### src/rtl/key_reg_ctrl.sv
// key_reg_ctrl
//   Turns the PS/2 scan-byte stream into clear/load/hold commands for the 8-bit key register.
//   It removes the 0xE0 (extended) and 0xF0 (break) prefixes and loads make codes. It clears
//   the register on the matching break and swallows typematic repeats. It also reports the
//   held-key status.
//
// Ports
//   clk         in   system clock, posedge
//   rst         in   synchronous active-high reset
//   scan_data   in   [7:0] received scan byte
//   scan_valid  in   one-cycle strobe qualifying scan_data
//   tn          out  [1:0] register command (00 clear, 01 load, 10 hold), registered
//   reg_data    out  [7:0] register data_in, registered
//   key_valid   out  register holds a valid make code
//   key_ext     out  held code was 0xE0-prefixed
//   busy        out  controller not in IDLE
//   overrun     out  one-cycle pulse: a scan byte arrived while busy and was dropped
module key_reg_ctrl (
  input  logic       clk,
  input  logic       rst,
  input  logic [7:0] scan_data,
  input  logic       scan_valid,
  output logic [1:0] tn,
  output logic [7:0] reg_data,
  output logic       key_valid,
  output logic       key_ext,
  output logic       busy,
  output logic       overrun
);

  localparam logic [1:0] TnClr  = 2'b00;
  localparam logic [1:0] TnLoad = 2'b01;
  localparam logic [1:0] TnHold = 2'b10;

  localparam logic [7:0] ExtPrefix = 8'hE0;
  localparam logic [7:0] BrkPrefix = 8'hF0;

  typedef enum logic [2:0] {StInit, StSettle, StIdle, StLoad, StClr} state_e;

  state_e     state_q;
  logic [1:0] init_cnt_q;
  logic [1:0] tn_q;
  logic [7:0] reg_data_q;
  logic [7:0] held_q;
  logic       key_valid_q;
  logic       key_ext_q;
  logic       brk_pend_q;
  logic       ext_pend_q;
  logic       load_pend_q;  // a LOAD is in flight; key_valid rises when it settles
  logic       busy_q;
  logic       overrun_q;

  // Byte names the key already held, with the same extended-ness.
  logic match;
  assign match = key_valid_q && (scan_data == held_q) && (ext_pend_q == key_ext_q);

  always_ff @(posedge clk) begin
    if (rst) begin
      state_q     <= StInit;
      init_cnt_q  <= 2'd0;
      tn_q        <= TnClr;
      reg_data_q  <= 8'h00;
      held_q      <= 8'h00;
      key_valid_q <= 1'b0;
      key_ext_q   <= 1'b0;
      brk_pend_q  <= 1'b0;
      ext_pend_q  <= 1'b0;
      load_pend_q <= 1'b0;
      busy_q      <= 1'b1;
      overrun_q   <= 1'b0;
    end else begin
      overrun_q <= scan_valid && (state_q != StIdle);
      unique case (state_q)
        StInit: begin
          if (init_cnt_q == 2'd1) begin
            state_q <= StSettle;
            tn_q    <= TnHold;
          end else begin
            init_cnt_q <= init_cnt_q + 2'd1;
            tn_q       <= TnClr;
          end
        end
        StSettle: begin
          state_q     <= StIdle;
          tn_q        <= TnHold;
          busy_q      <= 1'b0;
          key_valid_q <= key_valid_q | load_pend_q;
          load_pend_q <= 1'b0;
        end
        StIdle: begin
          if (scan_valid) begin
            if (scan_data == ExtPrefix) begin
              ext_pend_q <= 1'b1;
            end else if (scan_data == BrkPrefix) begin
              brk_pend_q <= 1'b1;
            end else if (brk_pend_q) begin
              brk_pend_q <= 1'b0;
              ext_pend_q <= 1'b0;
              if (match) begin
                state_q     <= StClr;
                tn_q        <= TnClr;
                key_valid_q <= 1'b0;
                busy_q      <= 1'b1;
              end
            end else if (match) begin
              // Typematic repeat: nothing reaches the register.
              ext_pend_q <= 1'b0;
            end else begin
              state_q     <= StLoad;
              tn_q        <= TnLoad;
              reg_data_q  <= scan_data;
              held_q      <= scan_data;
              key_ext_q   <= ext_pend_q;
              ext_pend_q  <= 1'b0;
              load_pend_q <= 1'b1;
              busy_q      <= 1'b1;
            end
          end
        end
        StLoad, StClr: begin
          // Always pass through hold so load and clear never abut.
          state_q <= StSettle;
          tn_q    <= TnHold;
        end
        default: begin
          state_q <= StInit;
          tn_q    <= TnClr;
        end
      endcase
    end
  end

  assign tn        = tn_q;
  assign reg_data  = reg_data_q;
  assign key_valid = key_valid_q;
  assign key_ext   = key_ext_q;
  assign busy      = busy_q;
  assign overrun   = overrun_q;

endmodule
### config.mk
export PLATFORM = sky130hd
export DESIGN_NAME = key_reg_ctrl
export DESIGN_NICKNAME = d
export VERILOG_FILES = /design/src/rtl/key_reg_ctrl.sv
export SDC_FILE = /design/constraint.sdc
export NUM_CORES = 1
export LEC_CHECK = 0
export ABC_AREA = 1
export BUFFER_PORTS_ARGS = -buffer_cell sky130_fd_sc_hd__buf_4
export CORE_MARGIN = 4
export CORE_UTILIZATION = 45
export DETAILED_ROUTE_END_ITERATION = 8
export GPL_TIMING_DRIVEN = 0
export PLACE_DENSITY_LB_ADDON = 0.1
export SKIP_CTS_REPAIR_TIMING = 1
export SYNTH_ARGS = -nofsm -noshare
export SYNTH_HDL_FRONTEND = slang
export SYNTH_SLANG_ARGS = --single-unit
### constraint.sdc
create_clock -name clk -period 1.75 [get_ports clk]
set_clock_uncertainty 0.15 [all_clocks]
set_input_delay 0.2625 -clock clk [delete_from_list [all_inputs] [get_ports clk]]
set_output_delay 0.2625 -clock clk [all_outputs]
set_load 0.005 [all_outputs]
After elaboration in Yosys (flattened, before gate mapping)
Index checks and enable logic that the tools add are counted.
{"block": "word_totals", "regBits": 22, "input_bits": 11}
{"block": "op_classes", "addsub": 1, "n_eq_ne": 21, "muxes": 37, "bitwise_logic": 6, "reduce_logical": 16}
{"cell": "AND reduction 6 bit", "n": 5}
{"cell": "2-to-1 mux 3 bit", "n": 7}
{"cell": "2-to-1 mux 1 bit", "n": 18}
{"cell": "inequality test 2 bit (second input constant)", "n": 9}
{"cell": "equality test 8 bit (second input constant)", "n": 2}
{"cell": "2-to-1 mux 2 bit", "n": 7}
{"cell": "case mux 3 bit (4 select lines)", "n": 1}
{"cell": "equality test 8 bit", "n": 1}
{"cell": "equality test 3 x 2 -> 1 bit (second input constant)", "n": 2}
{"cell": "inequality test 3 bit (second input constant)", "n": 2}
{"cell": "case mux 1 bit (2 select lines)", "n": 3}
{"cell": "case mux 2 bit (3 select lines)", "n": 1}
{"cell": "AND reduction 3 bit", "n": 2}
{"cell": "inverter 1 bit", "n": 5}
{"cell": "AND reduction 5 bit", "n": 1}
{"cell": "equality test 3 x 1 -> 1 bit (second input constant)", "n": 1}
{"cell": "equality test 3 bit (second input constant)", "n": 1}
{"cell": "logical AND 1 bit", "n": 3}
{"cell": "logical NOT 3 bit", "n": 1}
{"cell": "inequality test 3 x 2 -> 1 bit (second input constant)", "n": 1}
{"cell": "OR reduction 3 bit", "n": 1}
{"cell": "adder 2 x 1 -> 2 bit (second input constant)", "n": 1}
{"cell": "equality test 2 x 1 -> 1 bit (second input constant)", "n": 1}
{"cell": "AND reduction 2 bit", "n": 1}
{"cell": "4 further kinds", "n": 4}

Depth between registers and ports, before layout
Gate-level depths: netlist of the first run.
{"block": "logic_depth", "word_depth": 9, "ltp_mapped": 12}

Least setup slack after synthesis of the first run
Ideal clock, no wire load.
{"block": "synth_path", "kind": "register -> register", "startpoint": "register state_q[1]", "endpoint": "register held_q[0]", "setup_time_ns": 0.113, "arrival_ns": 1.331, "required_ns": 1.487, "path_slack_ns": 0.156, "path_stages_with_launch": 10, "path_buffers": 0, "period_less_slack_ns": 1.594, "cell_sequence": "dfxtp_1 inv_2 nor3_4 inv_2 nor2_4 nand3_4 nor2_2 nand3_1 nand2_1 nor2_1"}
{"block": "synth_between", "elab_chain_len": 2}
{"item": "start, declared", "line_no": "40", "source": "state_e state_q;"}
{"item": "start signal, assigned", "line_no": "59", "source": "state_q <= StInit;"}
{"item": "start signal, assigned", "line_no": "76", "source": "state_q <= StSettle;"}
{"item": "start signal, assigned", "line_no": "84", "source": "state_q <= StIdle;"}
{"item": "equality test 3 x 2 -> 1 bit", "line_no": "73", "source": "unique case (state_q)"}
{"item": "AND reduction 6 bit (no line)"}
{"item": "end signal, assigned", "line_no": "112", "source": "held_q <= scan_data;"}
{"item": "end, declared", "line_no": "44", "source": "logic [7:0] held_q;"}
No other way between the ends.
A chain may end at the register's enable or synchronous reset.

Worst setup path in the final report of the first run
{"block": "layout_path", "startpoint": "register state_q[1]", "endpoint": "register held_q[1]"}
Same word-level chain as after synthesis.

==> results.py, run 1 <==
metrics = {
    "placement": {
        "placed_cell_area_um2": 1508,
        "place.gp.congestion": 0.9072,
        "hpwl_mm": 2.270,
        "port_buffers": 24,
    },
    "synthesis": {
        "yosys_register_bits": 22,
        "ys_seq_area_frac": 0.3417,
        "ys_types": 21,
        "synthTopCellsByArea": "dfxtp_1 34%, nand2_1 17%, nor2_1 10%",
        "synth_most_common_cell": "nand2_1",
        "synth-main-ff-cell": "dfxtp_1",
        "synth_area_um2": 1289,
        "synth_top_area_frac": 0.3417,
        "synth_nets": 222,
        "ys_async_sr_fraction": 0,
        "avgSynthCellArea_um2": 6.137,
        "yosys_warnings": 0,
        "synth-edff-count": 0,
        "synth_cells": 210,
        "yosys.area.top_type": "dfxtp_1",
        "synthTopCellsByCount": "58 x nand2_1, 36 x nor2_1, 33 x inv_1",
    },
    "critical_path": {
        "cp_data_required_time_ns": 1.86,
        "start_kind": "flip-flop",
        "r2r_cells": 9,
        "arrival_ns": 1.91,
        "endpoint_kind": "flip-flop",
        "rr_endpoint": "held_q[1]",
        "crit_fanout": 5,
        "reg2reg_slack_ns": -0.05,
        "worstSetupPathType": "reg2reg",
        "worstReg2RegStart": "state_q[1]",
    },
    "final_layout": {
        "drive_above_1_share": 0.2327,
        "fill_cells": 282,
        "design_area_um2": 1670,
        "finalNetCount": 258,
        "multi_input_area_um2": 758.2,
        "area_delta_synth_final_pct": 29.61,
        "register_area_um2": 447.9,
        "antenna_cells": 0,
    },
    "global_routing": {
        "overflow": 0,
        "grt_use_total": 0.1853,
        "grt_pass1_vias": 1196,
        "grt_max_degree": 14,
        "grt_use_met3": 0.03774,
        "grt_use_met2": 0.2810,
        "grt_busiest_layer": "met2",
        "grtUsageMet1": 0.2575,
        "grt_pass1_wl_mm": 5.195,
        "grt_antenna_before_repair": 0,
    },
    "power": {
        "p_leak_nw": 0.8067,
        "total_power_mw": 1.927,
        "ir_drop_v": 0.0007318,
        "p_per_area_nw_per_um2": 1154,
    },
    "clock_tree": {
        "cts_buffers": 3,
        "cts_sinks": 22,
        "cts_tree": "built",
        "insertion_delay_ns": 0.32,
        "cts_root_buf": "clkbuf_4",
        "clk_pin_slew_ns": 0.14,
        "cts_buffer_depth": 2,
        "cts-htree-levels": 1,
    },
    "routing": {
        "wl_per_cell_um": 11.26,
        "viasPerCell": 4.880,
        "drt-total-wl_mm": 3.107,
        "initialDrtViolationCount": 42,
        "vias": 1347,
        "drc": 0,
        "first_pass_iters": 4,
        "ant_nets": 0,
    },
    "sta": {
        "relSlewSlack": 0.6592,
        "hold_viol_final": 0,
        "worst_slew_pin_slew_ns": 0.5112,
        "fmax_mhz": 556.5,
        "fin_ws_ns": -0.04688,
        "min_period_ns": 1.797,
        "fin_setup_tns_ns": -0.2328,
        "rsz0062_at_grt": "yes",
        "period_share": 1.027,
        "setup_viol": 9,
        "final_max_slew_viol_count": 0,
    },
    "min_path": {
        "holdPathStages": 5,
        "min_path_type": "in2reg",
        "min_from": "scan_data[6]",
        "hold_path_end": "held_q[6]",
    },
    "floorplanning": {
        "io-pin-count": 25,
        "dieArea_um2": 3784,
        "die_h_um": 61.52,
        "fp-row-count": 19,
        "start_util": 0.4673,
        "die_w_um": 61.52,
        "core_um2": 2758,
    },
    "flow_run": {
        "cap_violations": 0,
    },
    "status": {
        "run_status": "finished with violations",
        "violations": "negative setup slack",
    },
}
[flip-flops by register name (all words and copies together), names as in the netlist]
| register | count |
|---|---|
| init_cnt_q | 2 |
| key_valid | 1 |
| tn | 2 |
| key_ext | 1 |
| held_q | 8 |
| overrun | 1 |
| busy | 1 |
| state_q | 3 |
| load_pend_q | 1 |
| brk_pend_q | 1 |
| ext_pend_q | 1 |
[area by class of cell]
cell class,instances,area share
multi-input cells,152,0.4539
flip-flops and latches,22,0.2682
repair buffers,31,0.1423
inverters,35,0.07865
well taps,31,0.02322
clock inverters,1,0.01798
clock buffers,3,0.01348
plain buffers,1,0.002247
[cells in the final DEF (no fill, tap or decap)]
master and n:
inv_2 2, buf_4 29, dlygate4sd3_1 2, clkbuf_4 3, bufinv_16 1, nand3_2 1
nor3_4 1, nor2_1 32, inv_1 33, nor3b_1 2, nor2_2 5, nor3b_4 1
a31oi_1 1, nor2_4 2, dfxtp_2 6, nand2_1 55, a21oi_1 9, nand2_2 2
nand3_4 1, ha_1 1, xor2_1 2, clkbuf_1 1, nor3_2 2, nand3_1 22
nand4_1 3, dfxtp_1 16, nor3_1 2, nor4_1 1, nand2_4 1, o21ai_0 6
[per-layer routing]
metal / share of wire / wire length, um / vias up
li1: - / - / 729
met1: 0.51 / 1594 / 585
met2: 0.43 / 1346 / 29
met3: 0.042 / 132 / 4
met4: 0.011 / 33 / 0
met5: 0 / 0 / -
[how the worst max path moves through the flow]
stage,start,to,slack [ns],cells past startpoint
after floorplan,state_q[1],held_q[0],0.16,9
after global placement,state_q[1],held_q[3],-0.11,9
after detailed placement,state_q[1],held_q[3],-0.12,9
after CTS,state_q[1],held_q[6],-0.14,9
after global routing,state_q[1],held_q[2],-0.19,9
final,state_q[1],held_q[1],-0.05,9
[kinds of logic after synthesis]
| family | after synthesis | synth area share |
|---|---|---|
| xor+xnor | 2 | 0.01359 |
| simple gates | 132 | 0.4641 |
| compound gates | 16 | 0.06311 |
| fa+ha+maj | 1 | 0.009707 |
| flops | 22 | 0.3417 |
| buf+inv | 37 | 0.1078 |
[worst max-delay path: stages, from the launching register on]
cell and delay, ns:
dfxtp_2 0.37, inv_2 0.06, nor3_4 0.26, inv_2 0.11
nor2_4 0.14, nand3_4 0.12, nor3b_4 0.22, buf_4 0.17
nor2_1 0.04, nor2_1 0.10
[power by group]
part | switching [mW] | internal (mW)
Combinational | 0.430 | 0.363
Clock | 0.168 | 0.231
Sequential | 0.105 | 0.629
[through the flow]
stage / setup slack (ns) / hold WS, ns / instances / utilization
floorplan: 0.1560 / 0.1816 / 210 / -
global route: -0.1882 / 0.1534 / 276 / 0.6057
CTS: -0.1353 / -0.02812 / 269 / 0.5658
detailed placement: -0.1161 / 0.2875 / 265 / 0.5467
finish: -0.04688 / 0.1437 / 276 / 0.6057
global placement: -0.1121 / 0.2865 / 265 / 0.5467
Power figures use the tool's default switching activity.
==> run 2: changes to the inputs <==
clock period = 2 ns   (was 1.75 ns; I/O delays follow)
==> run 2 against run 1 <==
  * The flow now finishes without violations
  * Routed wire length down 5.0%
  * Die area unchanged
  * Combinational power down 17%
  * Sequential share of layout area up 0.88 points
  * Power down 15%
  * Final cell count down 1.4%
  * Clock power down 13%
  * Setup slack better by 0.28 ns
  * Non-clock buffer count down 3
  * Largest cell class unchanged
  * Highest routed layer unchanged
==> results.py, run 2 (same netlist as run 1, synthesis figures left out) <==
metrics = {
    "status": {
        "run_status": "complete, no violations",
    },
    "floorplanning": {
        "start_util": 0.4673,
        "fp-row-count": 19,
        "core_um2": 2758,
        "dieArea_um2": 3784,
        "die_w_um": 61.52,
        "io-pin-count": 25,
        "die_h_um": 61.52,
    },
    "global_routing": {
        "grt_pass1_vias": 1196,
        "grt_use_total": 0.1853,
        "overflow": 0,
        "grt_antenna_before_repair": 0,
        "grt_pass1_wl_mm": 5.195,
        "grt_max_degree": 14,
    },
    "sta": {
        "period_share": 0.8831,
        "fin_setup_tns_ns": 0,
        "fmax_mhz": 566.2,
        "hold_viol_final": 0,
        "min_period_ns": 1.766,
        "rsz0062_at_grt": "no",
        "fin_ws_ns": 0.2338,
        "setup_viol": 0,
        "worst_slew_pin_slew_ns": 0.5072,
        "relSlewSlack": 0.6619,
        "final_max_slew_viol_count": 0,
    },
    "final_layout": {
        "final_cell_mix": "58 x nand2_1, 36 x nor2_1, 33 x inv_1, 26 x buf_4, 23 x nand3_1",
        "largest_register_ffs": 8,
        "area_delta_synth_final_pct": 23.40,
        "largestRegisters": "held_q x8, state_q x3",
        "register_area_um2": 440.4,
        "finalNetCount": 254,
        "final_util": 0.5767,
        "multi_input_area_um2": 714.4,
        "final_common_cell": "nand2_1",
        "drive_above_1_share": 0.1535,
        "fill_cells": 298,
        "antenna_cells": 0,
        "top_register": "held_q",
    },
    "power": {
        "p_leak_nw": 0.7811,
        "p_per_area_nw_per_um2": 1028,
        "ir_drop_v": 0.0007098,
        "total_power_mw": 1.635,
    },
    "routing": {
        "vias": 1328,
        "drc": 0,
        "drt-total-wl_mm": 2.952,
        "first_pass_iters": 6,
        "wl_per_cell_um": 10.85,
        "viasPerCell": 4.882,
        "ant_nets": 0,
        "initialDrtViolationCount": 74,
    },
    "clock_tree": {
        "cts_tree": "built",
        "cts-htree-levels": 1,
        "clk_pin_slew_ns": 0.14,
        "cts_buffer_depth": 2,
        "cts_buffers": 3,
        "cts_sinks": 22,
        "cts_root_buf": "clkbuf_4",
        "insertion_delay_ns": 0.31,
    },
    "critical_path": {
        "endpoint": "state_q[2]",
        "max_stage_delay_ns": 0.39,
        "crit_fanout": 7,
        "worstReg2RegStart": "held_q[2]",
        "worstPathCellList": "inv_1 -> nand2_1 -> nand2_1 -> nor3_1 -> nand2_1 -> nand2_1 -> nand3_1 -> nor3b_1",
        "r2r_cells": 8,
        "crit_start": "held_q[2]",
        "cp_data_required_time_ns": 2.09,
        "start_kind": "flip-flop",
        "reg2reg_slack_ns": 0.23,
        "rr_endpoint": "state_q[2]",
        "cpMostUsedCell": "nand2_1",
        "arrival_ns": 1.86,
        "worstSetupPathType": "reg2reg",
        "endpoint_kind": "flip-flop",
        "slowest_stage": "dfxtp_1",
    },
    "placement": {
        "hpwl_mm": 2.270,
        "place.gp.congestion": 0.9072,
        "dp_slack_ns": 0.1339,
        "port_buffers": 24,
    },
    "min_path": {
        "min_path_type": "in2reg",
    },
    "flow_run": {
        "cap_violations": 0,
    },
}
## run 2: cell types whose count changed in the layout (fill, tap and decap cells not counted), moves of 2 or more
cell and change:
nand2_2 -2, dfxtp_1 +6, nand2_1 +3, buf_4 -3, dfxtp_2 -6, nor3_1 +2
nor2_1 +4, nor3_2 -2, nor2_2 -5
## run 2: worst min-delay path by stage
stage,start,end,slack [ns],depth (start not counted)
after CTS,rst,load_pend_q,0.009,2
final,scan_valid,overrun,0.06,3
after detailed placement,tn[0],tn[0],0.29,2
after global routing,scan_valid,overrun,0.04,3
after global placement,tn[0],tn[0],0.29,2
after floorplan,rst,key_valid,0.22,1
## run 2: where the power goes
group | internal, mW | switching, mW | leakage, nW
registers | 0.544 | 0.0789 | 0.180
clock network | 0.202 | 0.147 | 0.0279
logic | 0.292 | 0.370 | 0.573
## run 2: layout make-up
type,instances,area share
plain buffers,2,0.004721
flip-flops and latches,22,0.2769
multi-input cells,151,0.4493
clock buffers,3,0.01416
inverters,35,0.08261
well taps,31,0.02439
repair buffers,27,0.1290
clock inverters,1,0.01888
## run 2: metal layers
layer / GRT usage / vias up / part of all wire
met5: 0 / - / 0
met4: 0.06970 / 0 / 0.011
met3: 0.03774 / 4 / 0.043
met2: 0.2810 / 33 / 0.42
met1: 0.2575 / 569 / 0.53
li1: - / 722 / -
## run 2: worst max-delay path: cells and delay by family (launching register included)
kind          cells  cell delay [ns]
simple gates      7             1.10
buf+inv           1             0.05
flops             1             0.39
## run 2: per-stage QoR
step / hold WS, ns / area, um2 / cells
6_report: 0.06374 / 1590 / 272
3_5_place_dp: 0.2875 / 1508 / 265
3_3_place_gp: 0.2865 / 1508 / 265
2_1_floorplan: 0.2191 / 1289 / 210
5_1_grt: 0.03623 / 1590 / 272
4_1_cts: 0.009376 / 1560 / 269
